File: src/rtl/l1d_arb_pkg.sv
`default_nettype none
// ============================================================================
// l1d_arb_pkg : arbiter state encoding and round-robin mask helper
// Rev 1.0
// ============================================================================
package l1d_arb_pkg;

  localparam int unsigned ARB_MAX_REQ = 32;

  typedef enum logic [1:0] {
    ARB_S_ARB  = 2'd0,
    ARB_S_HOLD = 2'd1,
    ARB_S_LOCK = 2'd2
  } l1d_arb_state_e;

  // Bits strictly above ptr and below n; an all-zero result means wrap to index 0.
  function automatic logic [ARB_MAX_REQ-1:0] rr_mask(input int unsigned ptr,
                                                     input int unsigned n);
    logic [ARB_MAX_REQ-1:0] m;
    m = '0;
    for (int unsigned i = 0; i < ARB_MAX_REQ; i++) begin
      m[i] = (i > ptr) && (i < n);
    end
    return m;
  endfunction

endpackage
`default_nettype wire

File: src/rtl/priority_encoder.sv
`default_nettype none
// ============================================================================
// priority_encoder : index of the lowest set request bit
// Rev 1.0
// ============================================================================
module priority_encoder #(
  parameter  int WIDTH = 4,
  localparam int IDX_W = (WIDTH > 1) ? $clog2(WIDTH) : 1
) (
  input  logic [WIDTH-1:0] req_i,
  output logic             vld_o,
  output logic [IDX_W-1:0] idx_o
);

  always_comb begin
    vld_o = |req_i;
    idx_o = '0;
    for (int i = WIDTH - 1; i >= 0; i--) begin
      if (req_i[i]) idx_o = IDX_W'(i);
    end
  end

endmodule
`default_nettype wire

File: src/rtl/l1d_rr_req_arbiter.sv
`default_nettype none
// ============================================================================
// l1d_rr_req_arbiter : round-robin valid/ready arbiter for one L1D pipe port
// Optional burst lock via L1D_ARB_LOCK_EN.                          Rev 1.0
// ============================================================================
module l1d_rr_req_arbiter
  import l1d_arb_pkg::*;
#(
  parameter  int REQ_NUM  = 4,
  parameter  int PLD_W    = 64,
  localparam int REQ_ID_W = $clog2(REQ_NUM)
) (
  input  logic                            clk,
  input  logic                            rst,
  input  logic [REQ_NUM-1:0]              req_vld_i,
  input  logic [REQ_NUM-1:0][PLD_W-1:0]   req_pld_i,
  output logic [REQ_NUM-1:0]              req_rdy_o,
  output logic                            gnt_vld_o,
  output logic [REQ_ID_W-1:0]             gnt_id_o,
  output logic [PLD_W-1:0]                gnt_pld_o,
`ifdef L1D_ARB_LOCK_EN
  input  logic [REQ_NUM-1:0]              lock_i,
`endif
  input  logic                            gnt_rdy_i
);

  l1d_arb_state_e        state_q, state_d;
  logic [REQ_ID_W-1:0]   rr_ptr_q, rr_ptr_d;
  logic [REQ_ID_W-1:0]   hold_id_q, hold_id_d;

  logic [REQ_NUM-1:0]    rr_mask_w;
  logic [REQ_NUM-1:0]    masked_vld_w;
  logic                  m_vld_w, u_vld_w;
  logic [REQ_ID_W-1:0]   m_idx_w, u_idx_w;
  logic                  win_vld_w;
  logic [REQ_ID_W-1:0]   win_id_w;
  logic                  hs_w;

  assign rr_mask_w    = REQ_NUM'(rr_mask(32'(rr_ptr_q), 32'(REQ_NUM)));
  assign masked_vld_w = req_vld_i & rr_mask_w;

  priority_encoder #(.WIDTH(REQ_NUM)) u_pe_masked (
    .req_i (masked_vld_w),
    .vld_o (m_vld_w),
    .idx_o (m_idx_w)
  );

  priority_encoder #(.WIDTH(REQ_NUM)) u_pe_unmasked (
    .req_i (req_vld_i),
    .vld_o (u_vld_w),
    .idx_o (u_idx_w)
  );

  // Outside ARB the held requester owns the port; its valid alone drives gnt_vld.
  always_comb begin
    win_id_w  = m_vld_w ? m_idx_w : u_idx_w;
    win_vld_w = u_vld_w;
    if (state_q != ARB_S_ARB) begin
      win_id_w  = hold_id_q;
      win_vld_w = req_vld_i[hold_id_q];
    end
  end

  assign hs_w      = win_vld_w & gnt_rdy_i;
  assign gnt_vld_o = win_vld_w & ~rst;
  assign gnt_id_o  = gnt_vld_o ? win_id_w : '0;
  assign gnt_pld_o = gnt_vld_o ? req_pld_i[win_id_w] : '0;
  assign req_rdy_o = (hs_w && !rst) ? (REQ_NUM'(1) << win_id_w) : '0;

  always_comb begin
    state_d   = state_q;
    rr_ptr_d  = rr_ptr_q;
    hold_id_d = hold_id_q;
    case (state_q)
      ARB_S_ARB: begin
        if (win_vld_w) begin
          if (gnt_rdy_i) begin
            rr_ptr_d = win_id_w;
`ifdef L1D_ARB_LOCK_EN
            if (lock_i[win_id_w]) begin
              state_d   = ARB_S_LOCK;
              hold_id_d = win_id_w;
            end
`endif
          end else begin
            state_d   = ARB_S_HOLD;
            hold_id_d = win_id_w;
          end
        end
      end
      ARB_S_HOLD: begin
        // A held requester dropping valid is a protocol error; release without a beat.
        if (!win_vld_w) begin
          state_d = ARB_S_ARB;
        end else if (gnt_rdy_i) begin
          rr_ptr_d = hold_id_q;
          state_d  = ARB_S_ARB;
`ifdef L1D_ARB_LOCK_EN
          if (lock_i[hold_id_q]) state_d = ARB_S_LOCK;
`endif
        end
      end
`ifdef L1D_ARB_LOCK_EN
      ARB_S_LOCK: begin
        if (hs_w) begin
          rr_ptr_d = hold_id_q;
          if (!lock_i[hold_id_q]) state_d = ARB_S_ARB;
        end
      end
`endif
      default: state_d = ARB_S_ARB;
    endcase
  end

  always_ff @(posedge clk or posedge rst) begin
    if (rst) begin
      state_q   <= ARB_S_ARB;
      rr_ptr_q  <= REQ_ID_W'(REQ_NUM - 1);
      hold_id_q <= '0;
    end else begin
      state_q   <= state_d;
      rr_ptr_q  <= rr_ptr_d;
      hold_id_q <= hold_id_d;
    end
  end

`ifndef SYNTHESIS
  a_rdy_onehot: assert property (@(posedge clk) disable iff (rst)
    $onehot0(req_rdy_o));

  a_gnt_stable: assert property (@(posedge clk) disable iff (rst)
    (gnt_vld_o && !gnt_rdy_i) |=> ($stable(gnt_id_o) && $stable(gnt_pld_o)));

  a_hold_vld: assert property (@(posedge clk) disable iff (rst)
    (state_q == ARB_S_HOLD) |-> req_vld_i[hold_id_q]);
`endif

endmodule
`default_nettype wire

File: config.mk
export PLATFORM = sky130hd
export DESIGN_NAME = l1d_rr_req_arbiter
export DESIGN_NICKNAME = d
export VERILOG_FILES = /design/src/rtl/l1d_arb_pkg.sv /design/src/rtl/priority_encoder.sv /design/src/rtl/l1d_rr_req_arbiter.sv
export SDC_FILE = /design/constraint.sdc
export NUM_CORES = 1
export LEC_CHECK = 0
export ABC_AREA = 1
export BUFFER_PORTS_ARGS = -buffer_cell sky130_fd_sc_hd__buf_2
export CAP_MARGIN = 5
export CORE_AREA = 2 2 131 133
export CTS_BUF_LIST = sky130_fd_sc_hd__clkbuf_4
export CTS_CLUSTER_SIZE = 16
export DETAILED_ROUTE_END_ITERATION = 8
export DIE_AREA = 0 0 133 135
export GPL_ROUTABILITY_DRIVEN = 0
export PLACE_DENSITY = 0.5
export SYNTH_ARGS = -nofsm -noshare
export SYNTH_HDL_FRONTEND = slang
export SYNTH_SLANG_ARGS = --single-unit
File: constraint.sdc
create_clock -name clk -period 3.9 [get_ports clk]
set_clock_uncertainty 0.1 [all_clocks]
set_input_delay 0.78 -clock clk [delete_from_list [all_inputs] [get_ports clk]]
set_output_delay 0.78 -clock clk [all_outputs]
set_load 0.02 [all_outputs]
# Word level (Yosys, flattened, before mapping)
# Index checks and enable logic that the tools add are counted.
# totals
register_bits	6
output_inout_bits	71
wordCells	59
# classes
order_cmp	5
n_eq_ne	7
shift	1
mux	28
bitwise_logic	5
n_reduce_logical	10
# ops
op	n
$bmux 64 s2	1
$mux 64	2
$mux 2	19
$ne 2x2->1 const B	5
$pmux 2 s2	2
$reduce_or 4->1	2
$lt 2x3->1 const B	2
$reduce_and 3->1	2
$reduce_and 5->1	1
$and 4x4->4	1
$gt 2x2->1 const A	2
$mux 4	1
$reduce_bool 2->1	2
$shl 1x2->4 const A	1
$ne 3x3->1 const B	1
$and 1x1->1	2
$bmux 1 s2	1
$eq 2x1->1 const B	1
$gt 1x2->1 const A	1
$logic_not 2->1	1
$mux 1	2
$not 1->1	2
$logic_and 1x1->1	1
$logic_not 1->1	1

# Logic depth before layout (Yosys ltp)
# depth
word_depth	11
mapped_depth	13

# Modules after synthesis
# From an unflattened synthesis, not the netlist that was laid out.
# unflattened
cells_unflattened	728
area_unflattened_um2	3454.6
# modules_own_cells
mod	instances	cells_each	area_per_inst_um2	seq_area_each_um2
l1d_rr_req_arbiter	1	710	3362.0	127.6
priority_encoder	2	9	46.3	0.0

# Least setup slack after synthesis
# OpenSTA, ideal clock, no wires.
# synth_path
kind	input port to output port
from	in req_vld_i[2]
to	out gnt_pld_o[10]
arrival_ns	2.079
required_time_ns	3.020
setup_slack_ns	0.941
stages	10
path_buffers	2
cell_sequence	inv_1 -> o21ai_0 -> nand3_1 -> nand2_1 -> inv_2 -> nor2_4 -> inv_2 -> buf_2 -> buf_2 -> a21oi_1
# synth_via
elab_cells_between_ends	18
# synth_lines
item	line_no	text
start: declaration	l1d_rr_req_arbiter.sv:15	input logic [REQ_NUM-1:0] req_vld_i,
$bmux 1 s2	l1d_rr_req_arbiter.sv:60	win_vld_w = req_vld_i[hold_id_q];
$mux 1 (not written as such)	l1d_rr_req_arbiter.sv:60	
$mux 1 (*)	l1d_rr_req_arbiter.sv:58	if (state_q != ARB_S_ARB) begin
$and 1x1->1 (*)	l1d_rr_req_arbiter.sv:65	assign gnt_vld_o = win_vld_w & ~rst;
via gnt_vld_o	l1d_rr_req_arbiter.sv:18	output logic gnt_vld_o,
$mux 64 (*)	l1d_rr_req_arbiter.sv:67	assign gnt_pld_o = gnt_vld_o ? req_pld_i[win_id_w] : '0;
end: declaration	l1d_rr_req_arbiter.sv:20	output logic [PLD_W-1:0] gnt_pld_o,
# Mark *: on every way through the listed nets, which the timed path passes. The rest lies on a longest branch. The select of a mux whose other input is x is not followed.

# Worst setup path after layout
# layout_path
from	in req_vld_i[2]
to	out gnt_pld_o[28]
# layout_via
elab_chain_len	9
elab_cells_between_ends	18
# layout_lines
item	line_no	text
$and 4x4->4	l1d_rr_req_arbiter.sv:40	assign masked_vld_w = req_vld_i & rr_mask_w;
$mux 2 (3 in a row)	priority_encoder.sv:19	if (req_i[i]) idx_o = IDX_W'(i);
$mux 2	l1d_rr_req_arbiter.sv:56	win_id_w = m_vld_w ? m_idx_w : u_idx_w;
$mux 2	l1d_rr_req_arbiter.sv:58	
$bmux 64 s2	l1d_rr_req_arbiter.sv:67	
$mux 64 (not written as such)	l1d_rr_req_arbiter.sv:67	
$mux 64 (*)	l1d_rr_req_arbiter.sv:67	
# Every way passes the cells marked *; elsewhere a longest branch is shown, timed or not. The select of a mux whose other input is x is not followed.

==> run_results.csv <==
group,metric,value,unit
floorplan,ios,334,
finish,n_fill_cell,1926,
synthesis,synthDominantAreaCellType,"nand2_1",
finish,instances_no_fill,1214,
synthesis,synthTopCellsByArea,"nand2_1 47%, nand3_1 20%, a21oi_1 10%, buf_2 3.9%, buf_4 2.8%",
global_route,gr-total-overflow,0,
cts,clock_path_buffers,2,
sta,min_period,3.32,ns
sta,tightestPinTransition,0.566,ns
worst_setup_path,critical_path_buf_inv_count,4,
cts,cts_resized,0,
floorplan,placeableCoreArea,16400,um2
run,max_cap_violations,0,
synthesis,syn_avg_cell_area,4.52,um2
synthesis,syn-cell-area,3200,um2
sta,finish_stage_setup_viols,0,
finish,antennaDiodeCount,0,
synthesis,synth_flop_cell,"dfrtp_1",
power_and_ir_drop,worst_ir_drop_vdd,0.266,mV
worst_setup_path,start_kind,"input pin",
floorplan,die_area,18000,um2
placement,dp_hpwl,12.2,mm
finish,synthToLayoutAreaGrowth,55.6,%
synthesis,synth_top_cell_area_share,0.473,
sta,grt_setup_unrepaired,"false",
synthesis,share_of_synthesized_flip_flops_with_an_asynchronous_set_or_reset,1.00,
sta,report.final.slew_viol_count,0,
drt,drt.antenna.violating_nets,0,
cts,post-cts-setup-buffers,0,
global_route,first_pass_grt_wire_length,25.1,mm
worst_setup_path,cp_max_fo,17,
floorplan,die_h,135,um
finish,multi_input_comb_area,2650,um2
synthesis,ys_seq_elements,5,
sta,totalNegativeSetupSlack,0,ns
synthesis,sequential_to_total_area_share_from_yosys_stat,0.0399,
finish,final_nets,1258,
floorplan,fp.dieW,133,um
drt,total_number_of_vias,5418,
global_route,grt_antenna_before_repair,0,
floorplan,rows,47,
sta,max_freq,301,MHz
cts,clkTransAtPathRegs,0.05,ns
sta,timing.max_slew.rel_slack,0.622,
global_route,grt_pass1_vias,5014,
worst_setup_path,crit_path_frequent_cell,"nand2_1",
drt,wl_per_cell,13.6,um
worst_setup_path,cp_top_family,"simple AND/OR/NAND/NOR gates",
cts,cts-hold-fix-buffers,0,
finish,drive_above_1_share,0.365,
drt,detail_route.vias_per_cell,4.46,
synthesis,postSynthCellCount,707,
cts,root_buffer,"clkbuf_4",
sta,timing.final.hold_violations,0,
worst_setup_path,critPathArrivalTime,2.44,ns
sta,layout_worst_path_cycle_share,0.852,
synthesis,yosysUniqueCellTypes,23,
worst_hold_path,class_of_the_most_critical_hold_timing_path,"input pin to async pin",
global_route,globalRouteTotalUtil,0.168,
global_route,maximum_number_of_pins_on_one_net_before_global_route_repair,129,
synthesis,syn_nets,970,
drt,routed_wl,16.5,mm
floorplan,initial_core_util,0.195,
placement,place.port_buffers,333,
run_status,run_status,"complete, no violations",
finish,seq_area,128,um2
drt,drt-pass1-iter-count,5,
cts,cts_tree,"yes",
cts,clock_insertion_delay_worst_skew,0.24,ns
worst_setup_path,cp_slowest_stage_delay,0.26,ns
worst_setup_path,slowest_cell_on_the_critical_path,"buf_4",
cts,ctsHtreeMaxLevel,1,
drt,route.detailed.drc,0,
worst_setup_path,worstPathRequired,3.02,ns
placement,numPlacedInstances,1210,
worst_setup_path,criticalPathCategory,"input pin to output pin",
worst_setup_path,cp_cell_sequence,"buf_2 > inv_1 > nor2_1 > nor2_1 > nor2_2 > nand2_4 > nand2_4 > buf_4 > nand2_1 > nand2_1 > nand2_1 > a21oi_1 > buf_2",
cts,cts_bufs_inserted,3,
cts,cts.sink_count,5,
worst_setup_path,crit_path_end_kind,"output pin",
synthesis,synth.yosys.warnings,0,
power_and_ir_drop,power_per_unit_of_standard_cell_area,529,nW/um2
synthesis,count_of_flip_flops_with_a_built_in_enable_after_synthesis,0,
drt,drt_first_iter_violations,330,
power_and_ir_drop,leakagePower,0.00318,uW
==> Yosys cell counts, types with 2 or more instances <==
master    number
nand2_1      403
nand3_1      130
a21oi_1       67
buf_2         25
clkbuf_1      14
buf_4         12
inv_1         10
buf_6          7
nor2_1         7
buf_1          4
inv_2          4
nor3_1         4
o21ai_1        4
dfrtp_1        3
nand2_2        3
dfstp_2        2
o21ai_0        2
==> where the power goes <==
group	internal [uW]	switching [uW]	total, uW
Combinational	813	1640	2460
Sequential	81.0	25.8	107
Clock	45.7	22.8	68.5
Total	939	1690	2630
==> metrics by stage <==
step	utilization	hold slack (ns)	total power, uW	worst slack [ns]	area, um2
detailed placement	0.301	0.389	2590	0.531	4940
finish	0.303	0.357	2630	0.576	4970
CTS	0.303	0.354	2670	0.526	4970
global placement	0.301	0.385	2600	0.556	4940
floorplan	-	0.360	1930	0.941	3200
global route	0.303	0.359	2960	0.400	4970
==> flip-flops by register name, summed over array words and instances, names as in the netlist <==
name	count
hold_id_q	2
rr_ptr_q	2
state_q	1
==> cell type report <==
type,count,share of cell area
Inverter,15,0.0113
Sequential cell,5,0.0257
Tap cell,220,0.0553
Multi-Input combinational cell,624,0.532
Timing Repair Buffer,346,0.370
Clock buffer,4,0.00604
==> per-layer routing <==
layer / global-route usage / share of wire / vias to the layer above
met5: 0 / 0 / -
met4: 0.0251 / 0.014 / 0
met3: 0.0244 / 0.066 / 18
met2: 0.307 / 0.49 / 221
met1: 0.214 / 0.43 / 2354
li1: - / - / 2825
==> cell families (layout without fill, tap and decap cells) <==
family / count (synthesis) / count (layout) / share of synthesized area
simple gates: 550 / 550 / 0.706
compound gates: 74 / 74 / 0.118
buf+inv: 78 / 365 / 0.135
flops: 5 / 5 / 0.0399
==> final timing paths <==
kind	slack, ns	startpoint	depth (start not counted)	to
min in group clk	0.39	rr_ptr_q[0]$_DFFE_PP1P_	2	rr_ptr_q[0]$_DFFE_PP1P_
setup reg to reg	1.99	rr_ptr_q[1]$_DFFE_PP1P_	10	hold_id_q[0]$_DFFE_PP0P_
max in group asynchronous	3.10	rst	2	rr_ptr_q[0]$_DFFE_PP1P_
hold reg to reg	0.39	rr_ptr_q[0]$_DFFE_PP1P_	2	rr_ptr_q[0]$_DFFE_PP1P_
hold / removal	0.36	rst	2	hold_id_q[1]$_DFFE_PP0P_
setup / recovery	0.58	req_vld_i[2]	13	gnt_pld_o[28]
==> cells in the final DEF, fill, tap and decap left out, drive strengths merged <==
master,n
a21oi,67
buf,346
clkbuf,4
clkinv,1
dfrtp,3
dfstp,2
inv,14
nand2,407
nand3,130
nor2,9
nor3,4
o21ai,6
o31ai,1
Power figures use the tool's default switching activity.
